--- config.mk ---
export PLATFORM = sky130hd
export DESIGN_NAME = seq_counter_flat
export DESIGN_NICKNAME = d
export VERILOG_FILES = /design/src/rtl/seq_counter_if.sv /design/src/rtl/seq_counter.sv /design/src/flat_wrapper.sv
export SDC_FILE = /design/constraint.sdc
export NUM_CORES = 1
export LEC_CHECK = 0
export BUFFER_PORTS_ARGS = -buffer_cell sky130_fd_sc_hd__buf_2
export CAP_MARGIN = 30
export CORE_MARGIN = 1
export CORE_UTILIZATION = 49
export CTS_CLUSTER_DIAMETER = 50
export DETAILED_ROUTE_END_ITERATION = 12
export GPL_TIMING_DRIVEN = 0
export PLACE_DENSITY = 0.78
export SETUP_SLACK_MARGIN = 0.3
export SLEW_MARGIN = 5
export SYNTH_ARGS = -nofsm -noshare
export SYNTH_HDL_FRONTEND = slang
export SYNTH_SLANG_ARGS = --single-unit
--- constraint.sdc ---
create_clock -name clk -period 2.5 [get_ports clk]
set_clock_uncertainty 0.1 [all_clocks]
set_input_delay 0.375 -clock clk [delete_from_list [all_inputs] [get_ports clk]]
set_output_delay 0.375 -clock clk [all_outputs]
set_load 0.01 [all_outputs]
--- src/rtl/seq_counter_if.sv ---
// Control/status bundle between the game controller and seq_counter.
// Carries the BCD score digits only when SEQ_COUNTER_BCD_EN is defined.
interface seq_counter_if #(
  parameter int WIDTH = 5
);
  logic             clear;
  logic             increment;
  logic             decrement;
  logic             load;
  logic [WIDTH-1:0] load_value;
  logic [WIDTH-1:0] limit;
  logic [WIDTH-1:0] count;
  logic             at_limit;
  logic             at_max;
  logic             reached;
  logic             ovf;
  logic             unf;
`ifdef SEQ_COUNTER_BCD_EN
  logic [3:0]       bcd_tens;
  logic [3:0]       bcd_ones;

  modport master (
    output clear, increment, decrement, load, load_value, limit,
    input  count, at_limit, at_max, reached, ovf, unf, bcd_tens, bcd_ones
  );
  modport slave (
    input  clear, increment, decrement, load, load_value, limit,
    output count, at_limit, at_max, reached, ovf, unf, bcd_tens, bcd_ones
  );
`else
  modport master (
    output clear, increment, decrement, load, load_value, limit,
    input  count, at_limit, at_max, reached, ovf, unf
  );
  modport slave (
    input  clear, increment, decrement, load, load_value, limit,
    output count, at_limit, at_max, reached, ovf, unf
  );
`endif
endinterface

--- src/rtl/seq_counter.sv ---
// Round/position counter with load, up/down, wrap or saturate at MAX_COUNT and event pulses.
// Optional BCD score digits are built when SEQ_COUNTER_BCD_EN is defined.
module seq_counter #(
  parameter int WIDTH     = 5,
  parameter int MAX_COUNT = 31,
  parameter bit WRAP      = 1'b0
) (
  input  logic         clk,
  input  logic         reset,
  seq_counter_if.slave bus
);

  localparam logic [WIDTH-1:0] MAX_C   = WIDTH'(MAX_COUNT);
  localparam logic [WIDTH:0]   MAX_EXT = (WIDTH + 1)'(MAX_COUNT);
  localparam logic [WIDTH-1:0] ZERO_C  = {WIDTH{1'b0}};

  typedef enum logic [2:0] {
    OP_IDLE  = 3'd0,
    OP_CLEAR = 3'd1,
    OP_LOAD  = 3'd2,
    OP_INC   = 3'd3,
    OP_DEC   = 3'd4
  } op_e;

  generate
    if (MAX_COUNT < 1 || MAX_COUNT > (2 ** WIDTH) - 1) begin : g_bad_max
      $error("seq_counter: MAX_COUNT must be in 1 .. 2**WIDTH-1");
    end
  endgenerate

  logic [WIDTH-1:0] count_q, count_d;
  logic             reached_q, reached_d;
  logic             ovf_q, ovf_d;
  logic             unf_q, unf_d;
  logic [WIDTH:0]   inc_ext_s;
  logic [WIDTH:0]   dec_ext_s;
  logic [WIDTH-1:0] load_clamp_s;
  op_e              op_s;

  // Arithmetic is one bit wider than count so the ceiling test never truncates.
  assign inc_ext_s = {1'b0, count_q} + {{WIDTH{1'b0}}, 1'b1};
  assign dec_ext_s = {1'b0, count_q} - {{WIDTH{1'b0}}, 1'b1};

  // Clamp load_value to the configured ceiling
  always_comb begin
    if ({1'b0, bus.load_value} > MAX_EXT) begin
      load_clamp_s = MAX_C;
    end else begin
      load_clamp_s = bus.load_value;
    end
  end

  // Resolve the per-cycle operation; clear beats load beats a lone inc/dec
  always_comb begin
    op_s = OP_IDLE;
    if (bus.clear) begin
      op_s = OP_CLEAR;
    end else if (bus.load) begin
      op_s = OP_LOAD;
    end else if (bus.increment && !bus.decrement) begin
      op_s = OP_INC;
    end else if (bus.decrement && !bus.increment) begin
      op_s = OP_DEC;
    end else begin
      op_s = OP_IDLE;
    end
  end

  // Next count and event pulses
  always_comb begin
    count_d   = count_q;
    reached_d = 1'b0;
    ovf_d     = 1'b0;
    unf_d     = 1'b0;
    case (op_s)
      OP_CLEAR: count_d = ZERO_C;
      OP_LOAD:  count_d = load_clamp_s;
      OP_INC: begin
        if (inc_ext_s > MAX_EXT) begin
          ovf_d   = 1'b1;
          count_d = WRAP ? ZERO_C : count_q;
        end else begin
          count_d = inc_ext_s[WIDTH-1:0];
        end
        // A saturated hold on the limit is not a fresh arrival.
        reached_d = (count_d == bus.limit) && (count_q != bus.limit);
      end
      OP_DEC: begin
        if (count_q == ZERO_C) begin
          unf_d   = 1'b1;
          count_d = WRAP ? MAX_C : count_q;
        end else begin
          count_d = dec_ext_s[WIDTH-1:0];
        end
      end
      default: count_d = count_q;
    endcase
  end

  // Count and pulse registers
  always_ff @(posedge clk) begin
    if (reset) begin
      count_q   <= ZERO_C;
      reached_q <= 1'b0;
      ovf_q     <= 1'b0;
      unf_q     <= 1'b0;
    end else begin
      count_q   <= count_d;
      reached_q <= reached_d;
      ovf_q     <= ovf_d;
      unf_q     <= unf_d;
    end
  end

  assign bus.count    = count_q;
  assign bus.reached  = reached_q;
  assign bus.ovf      = ovf_q;
  assign bus.unf      = unf_q;
  assign bus.at_limit = (count_q == bus.limit);
  assign bus.at_max   = (count_q == MAX_C);

`ifdef SEQ_COUNTER_BCD_EN
  localparam logic [3:0] MAX_TENS = 4'(MAX_COUNT / 10);
  localparam logic [3:0] MAX_ONES = 4'(MAX_COUNT % 10);

  generate
    if (MAX_COUNT > 99) begin : g_bad_bcd
      $error("seq_counter: BCD digits need MAX_COUNT <= 99");
    end
  endgenerate

  function automatic logic [7:0] bin2bcd(input logic [6:0] v);
    logic [6:0] tens;
    logic [6:0] ones;
    tens = v / 7'd10;
    ones = v % 7'd10;
    return {tens[3:0], ones[3:0]};
  endfunction

  logic [3:0] tens_q, tens_d;
  logic [3:0] ones_q, ones_d;

  // Digits track count step by step; only load goes through a conversion
  always_comb begin
    tens_d = tens_q;
    ones_d = ones_q;
    case (op_s)
      OP_CLEAR: begin
        tens_d = 4'd0;
        ones_d = 4'd0;
      end
      OP_LOAD: {tens_d, ones_d} = bin2bcd(7'(load_clamp_s));
      OP_INC: begin
        if (inc_ext_s > MAX_EXT) begin
          tens_d = WRAP ? 4'd0 : tens_q;
          ones_d = WRAP ? 4'd0 : ones_q;
        end else if (ones_q == 4'd9) begin
          ones_d = 4'd0;
          tens_d = tens_q + 4'd1;
        end else begin
          ones_d = ones_q + 4'd1;
        end
      end
      OP_DEC: begin
        if (count_q == ZERO_C) begin
          tens_d = WRAP ? MAX_TENS : tens_q;
          ones_d = WRAP ? MAX_ONES : ones_q;
        end else if (ones_q == 4'd0) begin
          ones_d = 4'd9;
          tens_d = tens_q - 4'd1;
        end else begin
          ones_d = ones_q - 4'd1;
        end
      end
      default: begin
        tens_d = tens_q;
        ones_d = ones_q;
      end
    endcase
  end

  // BCD digit registers
  always_ff @(posedge clk) begin
    if (reset) begin
      tens_q <= 4'd0;
      ones_q <= 4'd0;
    end else begin
      tens_q <= tens_d;
      ones_q <= ones_d;
    end
  end

  assign bus.bcd_tens = tens_q;
  assign bus.bcd_ones = ones_q;
`endif

endmodule

--- src/flat_wrapper.sv ---
// flat-port wrapper written by rule: the top's interface ports become plain ports
module seq_counter_flat 
#(
  parameter int WIDTH     = 5,
  parameter int MAX_COUNT = 31,
  parameter bit WRAP      = 1'b0
)
  (clk, reset, bus_clear, bus_increment, bus_decrement, bus_load, bus_load_value, bus_limit, bus_count, bus_at_limit, bus_at_max, bus_reached, bus_ovf, bus_unf);
  seq_counter_if #(.WIDTH(WIDTH)) bus_i ();
  input  logic clk;
  input  logic reset;
  input wire logic [$bits(bus_i.clear)-1:0] bus_clear;
  input wire logic [$bits(bus_i.increment)-1:0] bus_increment;
  input wire logic [$bits(bus_i.decrement)-1:0] bus_decrement;
  input wire logic [$bits(bus_i.load)-1:0] bus_load;
  input wire logic [$bits(bus_i.load_value)-1:0] bus_load_value;
  input wire logic [$bits(bus_i.limit)-1:0] bus_limit;
  output wire logic [$bits(bus_i.count)-1:0] bus_count;
  output wire logic [$bits(bus_i.at_limit)-1:0] bus_at_limit;
  output wire logic [$bits(bus_i.at_max)-1:0] bus_at_max;
  output wire logic [$bits(bus_i.reached)-1:0] bus_reached;
  output wire logic [$bits(bus_i.ovf)-1:0] bus_ovf;
  output wire logic [$bits(bus_i.unf)-1:0] bus_unf;
  assign bus_i.clear = bus_clear;
  assign bus_i.increment = bus_increment;
  assign bus_i.decrement = bus_decrement;
  assign bus_i.load = bus_load;
  assign bus_i.load_value = bus_load_value;
  assign bus_i.limit = bus_limit;
  assign bus_count = bus_i.count;
  assign bus_at_limit = bus_i.at_limit;
  assign bus_at_max = bus_i.at_max;
  assign bus_reached = bus_i.reached;
  assign bus_ovf = bus_i.ovf;
  assign bus_unf = bus_i.unf;
  seq_counter #(.WIDTH(WIDTH), .MAX_COUNT(MAX_COUNT), .WRAP(WRAP)) u_core (.clk(clk), .reset(reset), .bus(bus_i));
endmodule
==> results of run 1 <==
==> metrics by stage <==
stage	hold slack, ns	setup slack (ns)	instances	area [µm²]	power, µW
after detailed placement	0.517	0.330	136	928	227
after floorplan	0.353	0.534	96	788	195
final	0.272	0.414	139	952	331
after global placement	0.509	0.352	136	928	225
after global routing	0.268	0.318	139	952	350
after CTS	0.264	0.424	139	952	334
==> worst max-delay path by stage <==
| stage | endpoint | cells after the start |
|---|---|---|
| 5_1_grt | u_core.bus.reached | 6 |
| 3_5_place_dp | u_core.bus.reached | 6 |
| 3_3_place_gp | u_core.bus.reached | 6 |
| 6_report | u_core.bus.count[1] | 7 |
| 2_1_floorplan | u_core.bus.count[3] | 7 |
| 4_1_cts | u_core.bus.reached | 6 |
==> cell usage after synthesis, types with 2 or more instances <==
cell,instances,share of area
or4b_4,2,0.035
or3_1,3,0.024
nand2_1,4,0.019
nor3_1,5,0.032
dfxtp_1,8,0.20
and4_1,2,0.022
and2_1,2,0.016
a221oi_1,2,0.022
nor2_1,6,0.029
buf_4,2,0.019
xnor2_1,3,0.033
nand2b_1,3,0.024
nor2b_1,3,0.024
ha_1,3,0.048
inv_1,3,0.014
o21bai_1,2,0.019
o21ai_1,3,0.019
a211o_1,2,0.022
xor2_1,6,0.067
and3_1,3,0.024
a31oi_1,6,0.048
o21ai_0,2,0.013
==> registers in the layout, summed over array words and instances, names as in the netlist <==
name / count
u_core.bus.reached: 1
u_core.bus.unf: 1
u_core.bus.ovf: 1
u_core.bus.count: 5
==> routing by layer <==
| metal | wire (µm) | vias up | GRT usage |
|---|---|---|---|
| met5 | 0 | - | 0 |
| met4 | 33 | 0 | 0.113 |
| met3 | 197 | 4 | 0.0819 |
| met2 | 979 | 53 | 0.381 |
| met1 | 881 | 390 | 0.302 |
| li1 | - | 426 | - |
==> power by group through the flow <==
stage                     clock network [µW]  registers [µW]  logic, µW
after floorplan                            0             138       57.3
after global placement                     0             137       87.1
after detailed placement                   0             138       89.3
after CTS                                110             135       89.5
after global routing                     116             136       98.5
final                                    105             135       90.9
==> worst reg2reg max path: stages (launching register included) <==
cell and delay, ns:
dfxtp_1 0.32, buf_2 0.17, inv_1 0.06, ha_1 0.24, or4b_4 0.54, a211o_1 0.32
nand2_2 0.12, o21ai_1 0.09
==> cell usage in the layout, fill, tap and decap left out, drive strengths merged, types with 4 or more instances in the layout <==
master and count:
a31oi 6, nand2 5, buf 28, inv 4, nor2 6, o21ai 6, nor3 5, dfxtp 8
clkbuf 4, xor2 6
==> cell type report <==
type	instances	area (µm²)	share of cell area
Timing Repair Buffer	24	120	0.126
Sequential cell	8	161	0.170
Tap cell	16	20.0	0.0210
Multi-Input combinational cell	79	578	0.607
Buffer	5	35.0	0.0368
Clock buffer	3	22.5	0.0237
Inverter	4	15.0	0.0158
==> cell families after synthesis <==
logic type	count (synthesis)
adder cells (fa/ha/maj)	3
multiplexers	1
AND/OR/NAND/NOR	38
flip-flops	8
AO/OA/AOI/OAI	28
buffers and inverters	9
XOR/XNOR	9
==> what timing repair did <==
action | in CTS | in global routing
endpoints found under the setup margin | 1 | 1
resized for setup | 1 | 0
gates cloned | 0 | 0
pin swaps | 0 | 1
hold buffers | 0 | 0
==> metrics.txt, run 1 <==
worst setup path start u_core.bus.count[1]; Die Wd 42.1 µm; ys async rst share 0; Critical-path top delay cell or4b_4; Compound-Gate Fraction of Synth Area 0.286; ant diodes 0; total gr overflow 0; hold path startpoint bus_load_value[0]; Setup CP Type register to register; Leak Pwr 0.000411 µW; unrepaired setup endpoints after global routing no; Synth Register Bits 8; Initial Utilization 0.523; final setup TNS 0 ns; largest net degree at the start of global routing 11; PD cells 348 nW/µm²; CP arrival 2.12 ns; Avg Cell Area, Syn 8.21 µm²; WP data required 2.54 ns; Hold Vio Cnt, Final 0; Num CTS Buffers 3; Post-route DRC 1; Area Overhead vs Synth 20.8%; Crit path max-delay family simple AND/OR/NAND/NOR gates; final core utilization 0.632; sequential share of the synthesized area 0.203; crit-path cells buf_2 > inv_1 > ha_1 > or4b_4 > a211o_1 > nand2_2 > o21ai_1; std cell rows 14; initial antenna violation count 0; Die ar. 1770 µm²; R2R Setup Slk 0.41 ns; DP HPWL 1580 µm; P_sw 105 µW; Syn Inst Count 96; Cell variety after synth 43; pins over their slew limit 0; initial drt markers 26; min cycle time layout 2.09 ns; post-synthesis simple-gate area fraction 0.287; Worst slew margin 0.711; GRT Total Usage 0.244; Die Y-Extent 42.1 µm; switching share of power 0.316; f_max 479 MHz; Clock Tree Buf Depth 2; Ports 26; largest family of logic cells by synthesized area simple AND/OR/NAND/NOR gates; worst hold path depth 3; CP peak stage delay 0.54 ns; Least-Margin Pin Slew 0.430 ns; FF-to-FF End u_core.bus.count[1]; routed len/inst 15.0 µm; PortBufs 24; worst reg2reg path depth 7; Root Buffer Master clkbuf_4; crit start category register; post-synthesis mux area share 0.0127; Worst Path Max Fanout 8; Layout fillers 150; Critical R2R Launch u_core.bus.count[1]; first-pass GRT wire length 3310 µm; CP Capture Type register; worst path bufs/invs 2; Clock Power Share 0.317; period utilisation layout 0.834; CTS H-tree depth 1; Max Cap Viol 0; number of synthesized flops with an enable pin 0; HP Class primary input to register; vias 873; Final setup viols 0; most common flop cell mapped by yosys dfxtp_1; status finished, violations left; Final ANT Viol Nets 0; maximum vdd ir drop 0.000279 V; Synth Net Count 115; sequential power share 0.408; Endpoint, Worst Hold u_core.bus.count[0]; layout net count 144; ratio of cells with drive above 1 in the final layout 0.325; CTS tree built; XOR/XNOR Fraction of Synth Area 0.100; total setup buffers inserted after CTS 0; post-synthesis cell area 788 µm²; Clock Sinks 8; vias in the first global route 762; internal power 226 µW; DR vias/cell 6.28; failing checks design-rule violations; Routed Wire Length 2090 µm; clock latency on the worst-skew pair 0.26 ns; Comb pwr share 0.274; area of the core 1510 µm²; Synth Area in Adders 0.0476; RePlAce Congestion 0.880; DR pass1 iterations 8; Reg clk slew, reported paths 0.06 ns; Ys Warns 0
Power figures use the tool's default switching activity.
==> run 2: changes to the inputs <==
CORE_UTILIZATION = 44   (was 49)
PLACE_DENSITY = 0.74   (was 0.78)
clock period = 1.8 ns   (was 2.5 ns; I/O delays follow)
==> run 2 against run 1 <==
  * Sequential power is 38% higher
  * Register-to-register slack got worse by 0.57 ns
  * Die area is 11% higher
  * The run ends with negative setup slack left
  * Critical endpoint is now u_core.bus.count[0]
  * Clock power is 62% higher
  * Critical path type unchanged
  * Highest routed layer unchanged
  * Cell area increased by 21%
==> metrics.txt, run 2 (synthesis gave the netlist of run 1 again) <==
HP Class primary input to register; total gr overflow 0; layout net count 154; Max Cap Viol 0; maximum vdd ir drop 0.000314 V; Final setup viols 6; DR vias/cell 6.07; Metal-1 WL 1020 µm; Reg clk slew, reported paths 0.07 ns; commonest non-fill, non-tap cell in the layout buf_2; area of the core 1590 µm²; Die ar. 1960 µm²; Num CTS Buffers 3; number of flip-flops in the largest register 5; CP arrival 2.00 ns; std cell rows 14; Clock Sinks 8; PD cells 451 nW/µm²; Routed Wire Length 2560 µm; Final ANT Viol Nets 0; Setup CP Type register to register; Total Power 519 µW; metal2 WL 1200 µm; Area Overhead vs Synth 46.0%; multi-input logic area 652 µm²; highest routed metal layer met4; failing checks negative setup slack; Ports 26; CTS tree built; first-pass GRT wire length 3860 µm; CTS H-tree depth 1; hold path startpoint bus_clear; CP Capture Type register; DP HPWL 1630 µm; crit start category register; initial antenna violation count 0; Initial Utilization 0.495; metal3 WL 253 µm; Hold Vio Cnt, Final 0; worst setup path start u_core.bus.count[1]; GRT Total Usage 0.277; RePlAce Congestion 0.886; ant diodes 0; routed len/inst 16.2 µm; Post-route DRC 0; post-route setup slack -0.153 ns; Layout fillers 137; f_max 512 MHz; Die Y-Extent 44.3 µm; clock latency on the worst-skew pair 0.27 ns; ratio of cells with drive above 1 in the final layout 0.463; unrepaired setup endpoints after global routing yes; final core utilization 0.722; Register Area 171 µm²; PortBufs 24; pins over their slew limit 0; Clock Tree Buf Depth 2; commonest cells after routing, fill and taps aside buf_2 (23), buf_4 (9), buf_6 (6), nor2_1 (6), a31oi_1 (6); DR pass1 iterations 4; min cycle time layout 1.95 ns; initial drt markers 84; Root Buffer Master clkbuf_4; Least-Margin Pin Slew 0.454 ns; Leak Pwr 0.000470 µW; R2R Setup Slk -0.15 ns; Critical R2R Launch u_core.bus.count[1]; WP data required 1.85 ns; vias 959; period utilisation layout 1.08; largest net degree at the start of global routing 11; vias in the first global route 864; Worst Path Max Fanout 5; status finished, violations left; Worst slew margin 0.695; Die Wd 44.3 µm
-- run 2: changes by cell type in the layout (fill, tap and decap cells not counted), sizes merged --
cell,change
clkbuf,+1
buf,+10
-- run 2: layer usage --
metal / up-vias / track usage
met5: - / 0
met4: 0 / 0.115
met3: 17 / 0.0571
met2: 76 / 0.456
met1: 424 / 0.350
li1: 442 / -
-- run 2: final cells by class --
| type | count | share of cell area |
|---|---|---|
| Tap cell | 24 | 0.0261 |
| Multi-Input combinational cell | 79 | 0.566 |
| Buffer | 5 | 0.0424 |
| Sequential cell | 8 | 0.149 |
| Timing Repair Buffer | 34 | 0.178 |
| Inverter | 4 | 0.0152 |
| Clock buffer | 4 | 0.0228 |
-- run 2: stage by stage --
step / instances / hold WS (ns) / setup slack, ns / area (µm²) / TNS [ns]
after floorplan: 96 / 0.248 / -0.0601 / 817 / -0.220
after global placement: 144 / 0.420 / -0.206 / 967 / -0.767
after detailed placement: 144 / 0.430 / -0.246 / 967 / -0.896
after CTS: 155 / 0.146 / -0.0829 / 1110 / -0.388
after global routing: 158 / 0.155 / -0.187 / 1150 / -0.949
final: 158 / 0.153 / -0.153 / 1150 / -0.670
-- run 2: repair_timing --
item	4_1_cts	5_1_grt
pin swaps	11	3
setup endpoints to repair	9	9
resized for setup	10	5
endpoints found under the hold margin	0	0
hold buffers	0	0
buffers inserted	7	3
-- run 2: worst paths after layout --
| kind | end | cells after the start |
|---|---|---|
| setup / recovery | u_core.bus.count[0] | 7 |
| hold reg to reg | u_core.bus.count[4] | 2 |
| hold / removal | u_core.bus.count[2] | 2 |
| setup reg to reg | u_core.bus.count[0] | 7 |
-- run 2: critical path, cell delays in order (launching register included) --
cell     delay, ns
dfxtp_2       0.34
buf_6         0.13
inv_4         0.05
ha_4          0.12
or4b_4        0.51
a211o_1       0.33
o21ai_1       0.18
a31oi_1       0.06
-- run 2: report_power, final --
group / total [µW] / internal [µW] / leakage (µW) / switching (µW)
Clock: 170 / 86.0 / 0.0000150 / 83.6
Sequential: 186 / 179 / 0.0000677 / 6.31
Combinational: 164 / 77.9 / 0.000388 / 86.2
==> run 3: changes to the inputs <==
SKIP_CTS_REPAIR_TIMING = 1   (was default)
SLEW_MARGIN = default   (was 5)
==> run 3 against run 2 <==
  * The flow still finishes with violations (negative setup slack)
  * Clock-buffer cell count unchanged
  * Global-route usage down 3.3 points
  * Routed wire length down 9.8%
  * Via count down 2.8%
==> metrics.txt, run 3 (synthesis gave the netlist of run 1 again) <==
status finished, violations left; failing checks negative setup slack; ratio of cells with drive above 1 in the final layout 0.493; GRT Total Usage 0.244; PortBufs 24; WP data required 1.85 ns; Worst slew margin 0.691; Die Wd 44.3 µm; largest net degree at the start of global routing 11; Critical-path top delay cell or4b_4; CP Capture Type register; f_max 518 MHz; layout net count 156; hold path startpoint bus_load_value[0]; crit start category register; CTS H-tree depth 1; min cycle time layout 1.93 ns; Metal-1 WL 1040 µm; RePlAce Congestion 0.886; total gr overflow 0; Layout fillers 133; initial antenna violation count 0; Crit path max-delay family simple AND/OR/NAND/NOR gates; maximum vdd ir drop 0.000429 V; final instance area 1180 µm²; Ports 26; metal2 WL 1100 µm; routed len/inst 14.4 µm; Post-route DRC 0; Clock Tree Buf Depth 2; DR pass1 iterations 4; Least-Margin Pin Slew 0.459 ns; Register Area 174 µm²; Final Non-Filler Cells 160; PD cells 432 nW/µm²; Num CTS Buffers 3; Die ar. 1960 µm²; commonest cells after routing, fill and taps aside buf_2 (23), buf_4 (12), nor2_1 (6), a31oi_1 (6); metal3 WL 133 µm; clock latency on the worst-skew pair 0.27 ns; ant diodes 0; Final setup viols 7; HP Class primary input to register; Max Cap Viol 0; post-route setup slack -0.132 ns; CP arrival 1.98 ns; first-pass GRT wire length 3460 µm; initial drt markers 28; Leak Pwr 0.000482 µW; vias 932; number of flip-flops in the largest register 5; Initial Utilization 0.495; highest routed metal layer met4; hold slack 0.153 ns; worst path bufs/invs 2; DP HPWL 1630 µm; Worst Path Max Fanout 6; Final ANT Viol Nets 0; pins over their slew limit 0; std cell rows 14; DR vias/cell 5.83; dpl cells 144; Area after DPL 967 µm²; commonest non-fill, non-tap cell in the layout buf_2; CTS tree built; Die Y-Extent 44.3 µm; Reg clk slew, reported paths 0.07 ns; CP peak stage delay 0.51 ns; unrepaired setup endpoints after global routing yes; area of the core 1590 µm²; Hold Vio Cnt, Final 0; Clock Sinks 8; multi-input logic area 666 µm²; Area Overhead vs Synth 49.5%; Routed Wire Length 2310 µm; worst setup path start u_core.bus.count[1]; Critical R2R Launch u_core.bus.count[1]; Total Power 509 µW; Setup CP Type register to register; Root Buffer Master clkbuf_4; vias in the first global route 782; period utilisation layout 1.07; crit-path cells buf_6 > inv_4 > ha_4 > or4b_4 > a211o_1 > nand2_2 > o22ai_2
## run 3: path summary, 6_finish.rpt
kind / slack [ns] / to / cells past startpoint
worst min register to register: 0.49 / u_core.bus.count[4] / 2
worst max register to register: -0.13 / u_core.bus.count[3] / 7
worst max-delay path: -0.13 / u_core.bus.count[3] / 7
worst min-delay path: 0.15 / u_core.bus.count[0] / 3
## run 3: layout make-up
| type | instances | share of cell area |
|---|---|---|
| Timing Repair Buffer | 36 | 0.184 |
| Sequential cell | 8 | 0.148 |
| Tap cell | 24 | 0.0255 |
| Clock buffer | 4 | 0.0223 |
| Inverter | 4 | 0.0149 |
| Buffer | 5 | 0.0414 |
| Multi-Input combinational cell | 79 | 0.565 |
## run 3: worst min-delay path: stages
cell	delay (ns)
buf_2	0.09
nand2_1	0.04
a31oi_1	0.07
## run 3: through the flow
stage,setup slack [ns],utilization,TNS [ns]
6_report,-0.132,0.739,-0.642
4_1_cts,-0.262,0.623,-0.990
3_5_place_dp,-0.246,0.607,-0.896
5_1_grt,-0.189,0.739,-1.10
3_3_place_gp,-0.206,0.607,-0.767
2_1_floorplan,-0.0601,-,-0.220
## run 3: metal layers
metal	GRT usage	vias to the layer above
met2	0.385	37
met5	0	-
met1	0.327	445
met3	0.0367	5
li1	-	445
met4	0.109	0
## run 3: power by group
| part | leakage (µW) | internal, µW | switching, µW |
|---|---|---|---|
| registers | 0.0000680 | 178 | 6.90 |
| clock network | 0.0000150 | 85.9 | 79.8 |
| logic | 0.000399 | 76.5 | 81.3 |
| total | 0.000482 | 341 | 168 |
